$ cat src/rtl/mpdmac_cfg_if.sv
// rtl/mpdmac_cfg_if.sv - APB3 register bus bundle for the mpdmac configuration block
// Signals: psel_i, penable_i, paddr_i[11:0], pwrite_i, pwdata_i[31:0] (master to slave);
//          prdata_o[31:0], pready_o, pslverr_o (slave to master).
interface mpdmac_cfg_if;
    logic        psel_i;
    logic        penable_i;
    logic [11:0] paddr_i;
    logic        pwrite_i;
    logic [31:0] pwdata_i;
    logic [31:0] prdata_o;
    logic        pready_o;
    logic        pslverr_o;

    modport slave (
        input  psel_i, penable_i, paddr_i, pwrite_i, pwdata_i,
        output prdata_o, pready_o, pslverr_o
    );

    modport master (
        output psel_i, penable_i, paddr_i, pwrite_i, pwdata_i,
        input  prdata_o, pready_o, pslverr_o
    );
endinterface

$ cat src/rtl/mpdmac_cfg.sv
// rtl/mpdmac_cfg.sv - APB3 configuration/status register block for the matrix DMA engine
// Ports: clk, rst_n (async, active-low); apb (mpdmac_cfg_if.slave, zero-wait-state APB3);
//        src_addr_o/dst_addr_o/mat_width_o engine setup; start_o one-cycle start pulse;
//        done_i engine idle level; irq_o completion interrupt.
module mpdmac_cfg #(
    parameter logic [31:0] VERSION = 32'h0001_2024
) (
    input  logic               clk,
    input  logic               rst_n,
    mpdmac_cfg_if.slave        apb,
    output logic [31:0]        src_addr_o,
    output logic [31:0]        dst_addr_o,
    output logic [5:0]         mat_width_o,
    output logic               start_o,
    input  logic               done_i,
    output logic               irq_o
);
    // Word offsets (paddr_i[11:2])
    localparam logic [9:0] A_VERSION = 10'h000;
    localparam logic [9:0] A_SRC     = 10'h040;
    localparam logic [9:0] A_DST     = 10'h041;
    localparam logic [9:0] A_MW      = 10'h042;
    localparam logic [9:0] A_START   = 10'h043;
    localparam logic [9:0] A_STATUS  = 10'h044;
    localparam logic [9:0] A_INTEN   = 10'h045;
    localparam logic [9:0] A_INTST   = 10'h046;
    localparam logic [9:0] A_CNT     = 10'h047;

    logic [31:0] src_addr;
    logic [31:0] dst_addr;
    logic [5:0]  mat_width;
    logic        int_en;
    logic        int_status;
    logic [31:0] cycle_cnt;
    logic        start_q;
    logic        done_q;

    logic        access;
    logic        wr;
    logic        rd;
    logic [9:0]  word;
    logic        mapped;
    logic [31:0] rdata;
    logic        start_req;
    logic        start_ok;
    logic        done_rise;
    logic        unused_addr_bits;

    // Gating with rst_n keeps the combinational bus outputs quiet while in reset.
    assign access = apb.psel_i & apb.penable_i & rst_n;
    assign wr     = access & apb.pwrite_i;
    assign rd     = access & ~apb.pwrite_i;
    assign word   = apb.paddr_i[11:2];
    assign unused_addr_bits = &{1'b0, apb.paddr_i[1:0]};

    always_comb begin
        rdata  = 32'h0;
        mapped = 1'b1;
        case (word)
            A_VERSION: rdata = VERSION;
            A_SRC:     rdata = src_addr;
            A_DST:     rdata = dst_addr;
            A_MW:      rdata = {26'h0, mat_width};
            A_START:   rdata = 32'h0;
            A_STATUS:  rdata = {31'h0, done_i};
            A_INTEN:   rdata = {31'h0, int_en};
            A_INTST:   rdata = {31'h0, int_status};
            A_CNT:     rdata = cycle_cnt;
            default:   mapped = 1'b0;
        endcase
    end

    // The engine only supports even widths in 2..60 and must be idle to accept work.
    assign start_ok  = done_i & ~mat_width[0] & (mat_width >= 6'd2) & (mat_width <= 6'd60);
    assign start_req = wr & (word == A_START) & apb.pwdata_i[0];
    assign done_rise = done_i & ~done_q;

    assign apb.pready_o  = 1'b1;
    assign apb.pslverr_o = access & (~mapped | (start_req & ~start_ok));
    assign apb.prdata_o  = rd ? rdata : 32'h0;

    assign src_addr_o  = src_addr;
    assign dst_addr_o  = dst_addr;
    assign mat_width_o = mat_width;
    assign start_o     = start_q;
    assign irq_o       = int_en & int_status;

    always_ff @(posedge clk or negedge rst_n) begin
        if (!rst_n) begin
            src_addr   <= 32'h0;
            dst_addr   <= 32'h0;
            mat_width  <= 6'h0;
            int_en     <= 1'b0;
            int_status <= 1'b0;
            cycle_cnt  <= 32'h0;
            start_q    <= 1'b0;
            done_q     <= 1'b1;
        end else begin
            start_q <= start_req & start_ok;
            done_q  <= done_i;

            if (wr) begin
                case (word)
                    A_SRC:   src_addr  <= apb.pwdata_i;
                    A_DST:   dst_addr  <= apb.pwdata_i;
                    A_MW:    mat_width <= apb.pwdata_i[5:0];
                    A_INTEN: int_en    <= apb.pwdata_i[0];
                    default: ;
                endcase
            end

            // A completion landing in the same cycle as a clear must not be lost.
            if (done_rise) begin
                int_status <= 1'b1;
            end else if (wr && (word == A_INTST) && apb.pwdata_i[0]) begin
                int_status <= 1'b0;
            end

            if (start_q) begin
                cycle_cnt <= 32'h0;
            end else if (!done_i && (cycle_cnt != 32'hFFFF_FFFF)) begin
                cycle_cnt <= cycle_cnt + 32'd1;
            end
        end
    end
endmodule

$ cat src/flat_wrapper.sv
// flat-port wrapper written by rule: the top's interface ports become plain ports
module mpdmac_cfg_flat 
#(
    parameter logic [31:0] VERSION = 32'h0001_2024
)
  (clk, rst_n, src_addr_o, dst_addr_o, mat_width_o, start_o, done_i, irq_o, apb_psel_i, apb_penable_i, apb_paddr_i, apb_pwrite_i, apb_pwdata_i, apb_prdata_o, apb_pready_o, apb_pslverr_o);
  mpdmac_cfg_if apb_i ();
  input  logic clk;
  input  logic rst_n;
  output logic [31:0] src_addr_o;
  output logic [31:0] dst_addr_o;
  output logic [5:0] mat_width_o;
  output logic start_o;
  input  logic done_i;
  output logic irq_o;
  input wire logic [$bits(apb_i.psel_i)-1:0] apb_psel_i;
  input wire logic [$bits(apb_i.penable_i)-1:0] apb_penable_i;
  input wire logic [$bits(apb_i.paddr_i)-1:0] apb_paddr_i;
  input wire logic [$bits(apb_i.pwrite_i)-1:0] apb_pwrite_i;
  input wire logic [$bits(apb_i.pwdata_i)-1:0] apb_pwdata_i;
  output wire logic [$bits(apb_i.prdata_o)-1:0] apb_prdata_o;
  output wire logic [$bits(apb_i.pready_o)-1:0] apb_pready_o;
  output wire logic [$bits(apb_i.pslverr_o)-1:0] apb_pslverr_o;
  assign apb_i.psel_i = apb_psel_i;
  assign apb_i.penable_i = apb_penable_i;
  assign apb_i.paddr_i = apb_paddr_i;
  assign apb_i.pwrite_i = apb_pwrite_i;
  assign apb_i.pwdata_i = apb_pwdata_i;
  assign apb_prdata_o = apb_i.prdata_o;
  assign apb_pready_o = apb_i.pready_o;
  assign apb_pslverr_o = apb_i.pslverr_o;
  mpdmac_cfg #(.VERSION(VERSION)) u_core (.clk(clk), .rst_n(rst_n), .apb(apb_i), .src_addr_o(src_addr_o), .dst_addr_o(dst_addr_o), .mat_width_o(mat_width_o), .start_o(start_o), .done_i(done_i), .irq_o(irq_o));
endmodule
$ cat config.mk
export PLATFORM = sky130hd
export DESIGN_NAME = mpdmac_cfg_flat
export DESIGN_NICKNAME = d
export VERILOG_FILES = /design/src/rtl/mpdmac_cfg_if.sv /design/src/rtl/mpdmac_cfg.sv /design/src/flat_wrapper.sv
export SDC_FILE = /design/constraint.sdc
export NUM_CORES = 1
export LEC_CHECK = 0
export ABC_AREA = 1
export BUFFER_PORTS_ARGS = -buffer_cell sky130_fd_sc_hd__clkbuf_2
export CORE_MARGIN = 2
export CORE_UTILIZATION = 45
export DETAILED_ROUTE_END_ITERATION = 7
export GPL_TIMING_DRIVEN = 0
export PLACE_DENSITY = 0.72
export SETUP_SLACK_MARGIN = 0.02
export SYNTH_ARGS = -nofsm -noshare
export SYNTH_HDL_FRONTEND = slang
export SYNTH_SLANG_ARGS = --single-unit
$ cat constraint.sdc
create_clock -name clk -period 1.8 [get_ports clk]
set_input_delay 0.09 -clock clk [delete_from_list [all_inputs] [get_ports clk]]
set_output_delay 0.09 -clock clk [all_outputs]
set_load 0.01 [all_outputs]
==> results of run 1 <==
-- power breakdown --
group,switching [uW],internal (uW)
combinational,298,221
sequential,87.9,2450
clock,947,952
-- tightest hold or removal path: cells and delay by family --
family	cells	cell delay (ps)
AOI/OAI and AO/OA	1	90
buffers and inverters	2	150
-- cell type report --
type	instances	share of cell area [%]
repair buffers	201	15.71
plain buffers	32	2.959
clock buffers	11	2.927
clock inverters	5	0.4879
multi-input cells	655	37.47
flip-flops and latches	106	33.55
inverters	86	4.123
well taps	176	2.770
-- synthesized netlist by cell type (2+ instances only) --
library cell  number
o21ai_1            7
nand3_1           53
buf_2              8
nand4_1            4
nand2_1          326
xor2_1             4
clkbuf_1          16
a21oi_1           40
inv_2              3
xnor2_1            4
buf_6              5
nor2_4             3
o21ai_0           83
nor2_1           109
buf_4              2
inv_1             81
nand2_4            3
clkinv_1           2
nand3_2            3
dfrtp_1          105
nor2_2             4
nand2_2            3
-- per-stage QoR --
stage                     utilization, %  cells  cell area [um2]
final                              60.51   1272             7950
after global placement             53.26   1208             6997
after global routing               60.51   1272             7950
after CTS                          58.67   1259             7707
after detailed placement           53.32   1208             7005
after floorplan                        -    880             6016
-- sequential cells by signal, summed over array words and instances (netlist names) --
| register | count |
|---|---|
| u_core.int_en | 1 |
| u_core.start_o | 1 |
| u_core.dst_addr_o | 32 |
| u_core.mat_width_o | 6 |
| u_core.done_q | 1 |
| u_core.int_status | 1 |
| u_core.src_addr_o | 32 |
| u_core.cycle_cnt | 32 |
-- cell usage in the layout, fill, tap and decap left out, types with 2 or more instances in the layout --
cell,netlist,final
buf_8,1,4
nand2_2,3,15
nor2_2,4,11
xor2_1,4,4
nor2_1,109,94
dfrtp_2,0,11
inv_1,81,81
dfrtp_1,105,94
inv_2,3,2
o21ai_1,7,7
nand4_1,4,4
clkbuf_1,16,16
xnor2_1,4,4
nand2_1,326,314
clkinv_2,0,3
nand2_4,3,3
dlygate4sd3_1,0,28
o21ai_0,83,83
clkbuf_16,0,10
nand3_2,3,7
clkbuf_2,0,152
buf_4,2,25
nand3_1,53,49
inv_6,0,2
a21oi_1,40,40
buf_6,5,4
nor2_4,3,11
-- metal layers --
metal,share of wire (%),global-route usage (%)
met5,0,0
met4,2.3,8.456
met3,7.6,5.086
met2,47,43.82
met1,43,40.30
-- timing repair --
item | in CTS | in global routing
hold endpoints to repair | 152 | 0
gates resized for setup | 25 | 52
setup endpoints to repair | 132 | 62
gates cloned | 1 | 0
pin swaps | 3 | 11
hold buffers | 29 | 0
buffers inserted | 5 | 14
-- worst max-delay path by stage --
stage          slack, ps                             start                           endpoint  cells past startpoint
6_report              30                            done_i                      apb_pslverr_o                      8
5_1_grt              -70   u_core.cycle_cnt[1]$_DFFE_PN0P_   u_core.cycle_cnt[26]$_DFFE_PN0P_                     12
4_1_cts               20  u_core.cycle_cnt[10]$_DFFE_PN0P_   u_core.cycle_cnt[21]$_DFFE_PN0P_                      8
3_5_place_dp        -800                             rst_n  u_core.src_addr_o[31]$_DFFE_PN0P_                      7
3_3_place_gp       -2370                             rst_n   u_core.src_addr_o[2]$_DFFE_PN0P_                      7
2_1_floorplan        130   u_core.cycle_cnt[1]$_DFFE_PN0P_   u_core.cycle_cnt[28]$_DFFE_PN0P_                     12
-- kinds of logic after synthesis --
kind of cell | after synthesis | share of synthesized area (%)
other | 1 | 0.06234
adders and majority gates | 1 | 0.2080
DFF | 106 | 44.11
and+or+nand+nor | 512 | 34.75
xor gates and xnor gates | 8 | 1.165
buffers and inverters | 119 | 8.527
AOI/OAI and AO/OA | 133 | 11.17
==> impl_metrics.toml, run 1 <==
[outcome]
outcome = "complete, no violations"

[yosys]
ys_ff_latch = 106
synth_area_leaders = "dfrtp_1, nand2_1, o21ai_0"
syn_inst = 880
synth_cell_type_count = 34
yosys_most_used_dff = "dfrtp_1"
synth.net_count = 931
yosysTopAreaCellShare_pct = 43.68
async_flop_share_pct = 100.0
yosysWarnings = 0
synth_edf_count = 0
syn_area_um2 = 6016
syn_area_per_cell_um2 = 6.836
synth_top_area_cell = "dfrtp_1"
yosysSeqAreaShare_pct = 44.11

[power_and_ir_drop]
power_uw = 4955
ir_drop_mv = 0.5114
power.static_leakage_uw = 0.004047
p_per_area_nw_per_um2 = 623.3

[worst_setup_path]
arrival_ps = 1680
cp_data_required_time_ps = 1710
reg2reg_from = "u_core.cycle_cnt[1]$_DFFE_PN0P_"
r2r-end = "u_core.cycle_cnt[12]$_DFFE_PN0P_"
path_class = "in -> out"
path_common_cell = "clkbuf_2"
worst-path-buf-inv = 4
cp_max_fo = 3
cp_cell_sequence = "dlygate4sd3_1 -> clkbuf_2 -> inv_1 -> nor2_1 -> o211ai_1 -> nand4_1 -> a21oi_1 -> clkbuf_2"
rr_worst_depth = 12
critPathTopFamily = "buffers and inverters"
cp-end-kind = "output pin"
slowest_stage = "dlygate4sd3_1"
reg2reg_setup_slack_ps = 50
startpoint_type = "primary input"
worst_path_largest_cell_delay_ps = 540

[grt]
grt_pass1_vias = 6060
grt_pass1_wl_um = 31590
grt.total_usage_pct = 28.19
grt_overflow = 0
grt_antenna_before_repair = 0
grt_max_degree = 54

[clock_tree]
cts_tree = "built"
clk_pin_slew_ps = 80
htreeDepth = 3
clock_path_buffers = 2
cts.sinks = 106
cts_made_buffers = 9
clock_latency_ps = 360
cts-root-buf = "clkbuf_16"

[route]
wire_per_inst_um = 15.70
dr.pass1.iters = 6
drt_iter0_drc = 446
drc_errors = 0
vias = 6527
wirelength_um = 19980
antenna_left = 0
vias_per_cell = 5.131

[layout]
fill_cells = 1241
antennaDiodeCount = 0
layout.area.seq_um2 = 2668
areaGrowthSynthToFinish_pct = 32.15
finalNetCount = 1142
drive_gt1_share_pct = 24.64
multi_input_area_um2 = 2979

[flow_run]
drv_cap = 0

[hold_path]
whs_path_depth = 3
hp-class = "in -> reg"
min_from = "apb_pwdata_i[2]"
hold_path_end = "u_core.dst_addr_o[2]$_DFFE_PN0P_"

[place]
io_buffer_count = 152
hpwl_um = 14280
gp_congestion = 0.9632
place_ws_ps = -802.6

[sta]
fmax_mhz = 564.3
period_share_pct = 98.46
hold_viol = 0
rsz0062_at_grt = "true"
fin_setup_tns_ps = 0
slew-limit-headroom_pct = 62.32
finalCriticalPeriod_ps = 1772
fin_ws_ps = 27.77
worstMarginPinSlew_ps = 565.2
setup_violations = 0
slew_violations = 0
whs_ps = 7.939
fin_skew_ps = 5.120

[die]
dieArea_um2 = 14310
die_h_um = 119.6
die_w_um = 119.6
rows = 42
coreArea_um2 = 13140
start_util_pct = 45.79
num_io_pins = 156
No activity file was read; power rests on OpenSTA's default activity.
==> run 2: changes to the inputs <==
Settings changed: CELL_PAD_IN_SITES_DETAIL_PLACEMENT set to 0, CELL_PAD_IN_SITES_GLOBAL_PLACEMENT set to 1, CORE_UTILIZATION 45 to 37, PLACE_DENSITY 0.72 to 0.82.
==> run 2 against run 1 <==
Effect of this change:
- the flow now finishes with violations (negative hold slack)
- register-to-register slack got worse by 40 ps
- total power rose by 3.0%
- critical path depth rose by 4
- sequential power barely moved
- count of clock-buffer cells in the layout fell by 2
- clock skew rose by 0.76 ps
- hold slack got worse by 11 ps
- first-iteration DRC count rose by 14%
- critical path type is now reg -> reg
- largest power group unchanged
==> impl_metrics.toml, run 2 (synthesis results as in run 1) <==
[grt]
use_met3_pct = 4.167
busiest_layer = "met2"
grt_pass1_wl_um = 32910
globalRouteMet1Util_pct = 34.23
grt_max_degree = 54
grt_pass1_vias = 5930
grtUsageMet2_pct = 39.44
grt_antenna_before_repair = 0
grt_overflow = 0
grt.total_usage_pct = 24.52

[route]
drc_errors = 0
wire_per_inst_um = 16.28
vias = 6415
drt_iter0_drc = 508
antenna_left = 0
wirelength_um = 21480
dr.pass1.iters = 6
vias_per_cell = 4.864

[sta]
fmax_mhz = 559.3
finalCriticalPeriod_ps = 1788
fin_skew_ps = 5.884
rsz0062_at_grt = "true"
whs_ps = -3.309
hold_viol = 1
slew_violations = 0
slew-limit-headroom_pct = 60.35
fin_ws_ps = 11.95
period_share_pct = 99.34
setup_violations = 0
fin_setup_tns_ps = 0
worstMarginPinSlew_ps = 594.7

[die]
coreArea_um2 = 15890
rows = 46
num_io_pins = 156
start_util_pct = 37.87
die_h_um = 131.5
dieArea_um2 = 17290
die_w_um = 131.5

[power_and_ir_drop]
power_uw = 5104
p_per_area_nw_per_um2 = 619.8
ir_drop_mv = 0.5247
power.static_leakage_uw = 0.004175

[clock_tree]
clock_latency_ps = 360
cts.sinks = 106
clk_pin_slew_ps = 70
cts_made_buffers = 9
cts-root-buf = "clkbuf_16"
htreeDepth = 3
cts_tree = "built"
clock_path_buffers = 2

[place]
gp_congestion = 0.8937
hpwl_um = 15230
place_ws_ps = -909.2
io_buffer_count = 152

[flow_run]
drv_cap = 0

[worst_setup_path]
path_class = "reg -> reg"
startpoint_type = "flop"
cp_max_fo = 6
reg2reg_from = "u_core.cycle_cnt[1]$_DFFE_PN0P_"
rr_worst_depth = 12
cp_data_required_time_ps = 2050
arrival_ps = 2040
r2r-end = "u_core.cycle_cnt[26]$_DFFE_PN0P_"
cp-end-kind = "flop"
reg2reg_setup_slack_ps = 10

[layout]
areaGrowthSynthToFinish_pct = 36.90
multi_input_area_um2 = 3070
drive_gt1_share_pct = 27.47
finalNetCount = 1150
layout_commonest_cell = "nand2_1"
fill_cells = 1652
final_core_util_pct = 51.84
layout.area.seq_um2 = 2671
antennaDiodeCount = 0
mostFrequentLayoutCells = "nand2_1, clkbuf_2, dfrtp_1, nor2_1, o21ai_0"

[hold_path]
hold_path_end = "u_core.dst_addr_o[28]$_DFFE_PN0P_"
min_from = "apb_pwdata_i[28]"
hp-class = "in -> reg"
whs_path_depth = 3

[outcome]
outcome = "complete, but fails checks"
violations = "negative hold slack"
-- run 2: changes by cell type in the layout (fill, tap and decap cells not counted), moves of 3 or more --
cell and delta:
nor2_2 +8, dfrtp_1 -3, buf_12 +3, dfrtp_2 +3
nor2_1 -9, nand2_1 -10, nand2_2 +4, nand2_4 +6
-- run 2: critical path, stage by stage, from the launching register on --
cell and delay [ps]:
dfrtp_1 400, ha_2 210, nand2_2 70, nor2_4 130, nand2_4 80, nor2_4 90
nand2_2 80, nand2_4 90, nand2_4 90, buf_12 160, clkbuf_16 160, nand3_2 60
nand2_1 50
-- run 2: through the flow --
| step | area [um2] | std cells | hold WS [ps] |
|---|---|---|---|
| CTS | 7801 | 1299 | 3.825 |
| global route | 8235 | 1319 | 2.102 |
| detailed placement | 7056 | 1248 | 214.4 |
| floorplan | 6016 | 880 | -205.6 |
| global placement | 7047 | 1248 | 214.3 |
| finish | 8235 | 1319 | -3.309 |
-- run 2: area by class of cell --
type                       instances  area share (%)
sequential                       106           32.44
tap                              216           3.282
multi-input combinational        655           37.28
clock inverter                     6          0.7596
inverter                          86           3.996
buffer                            32           3.084
timing repair buffer             209           16.42
clock buffer                       9           2.735
-- run 2: metal layers --
metal / up-vias / share of wire (%)
met3: 21 / 4.9
met2: 175 / 47
met1: 3029 / 46
met4: 0 / 1.5
li1: 3190 / -
met5: - / 0
-- run 2: repair_timing --
item	4_1_cts	5_1_grt
gates cloned	1	2
endpoints found under the setup margin	136	60
resized for setup	30	80
pin swaps	2	22
hold buffers	29	0
endpoints found under the hold margin	154	0
setup buffers	7	18
-- run 2: worst max-delay path by stage --
stage / cells past startpoint / to / slack, ps / start
after floorplan: 12 / u_core.cycle_cnt[28]$_DFFE_PN0P_ / 130 / u_core.cycle_cnt[1]$_DFFE_PN0P_
after CTS: 9 / u_core.cycle_cnt[31]$_DFFE_PN0P_ / 20 / u_core.cycle_cnt[1]$_DFFE_PN0P_
after detailed placement: 7 / u_core.src_addr_o[2]$_DFFE_PN0P_ / -910 / rst_n
after global placement: 7 / u_core.src_addr_o[3]$_DFFE_PN0P_ / -2470 / rst_n
after global routing: 12 / u_core.cycle_cnt[27]$_DFFE_PN0P_ / -70 / u_core.cycle_cnt[1]$_DFFE_PN0P_
final: 12 / u_core.cycle_cnt[26]$_DFFE_PN0P_ / 10 / u_core.cycle_cnt[1]$_DFFE_PN0P_
-- run 2: where the power goes --
part           switching (uW)  internal [uW]  leakage [uW]
Sequential               91.8           2450       0.00144
Combinational             325            277       0.00260
Clock                     993            969      0.000141
Total                    1410           3690       0.00418
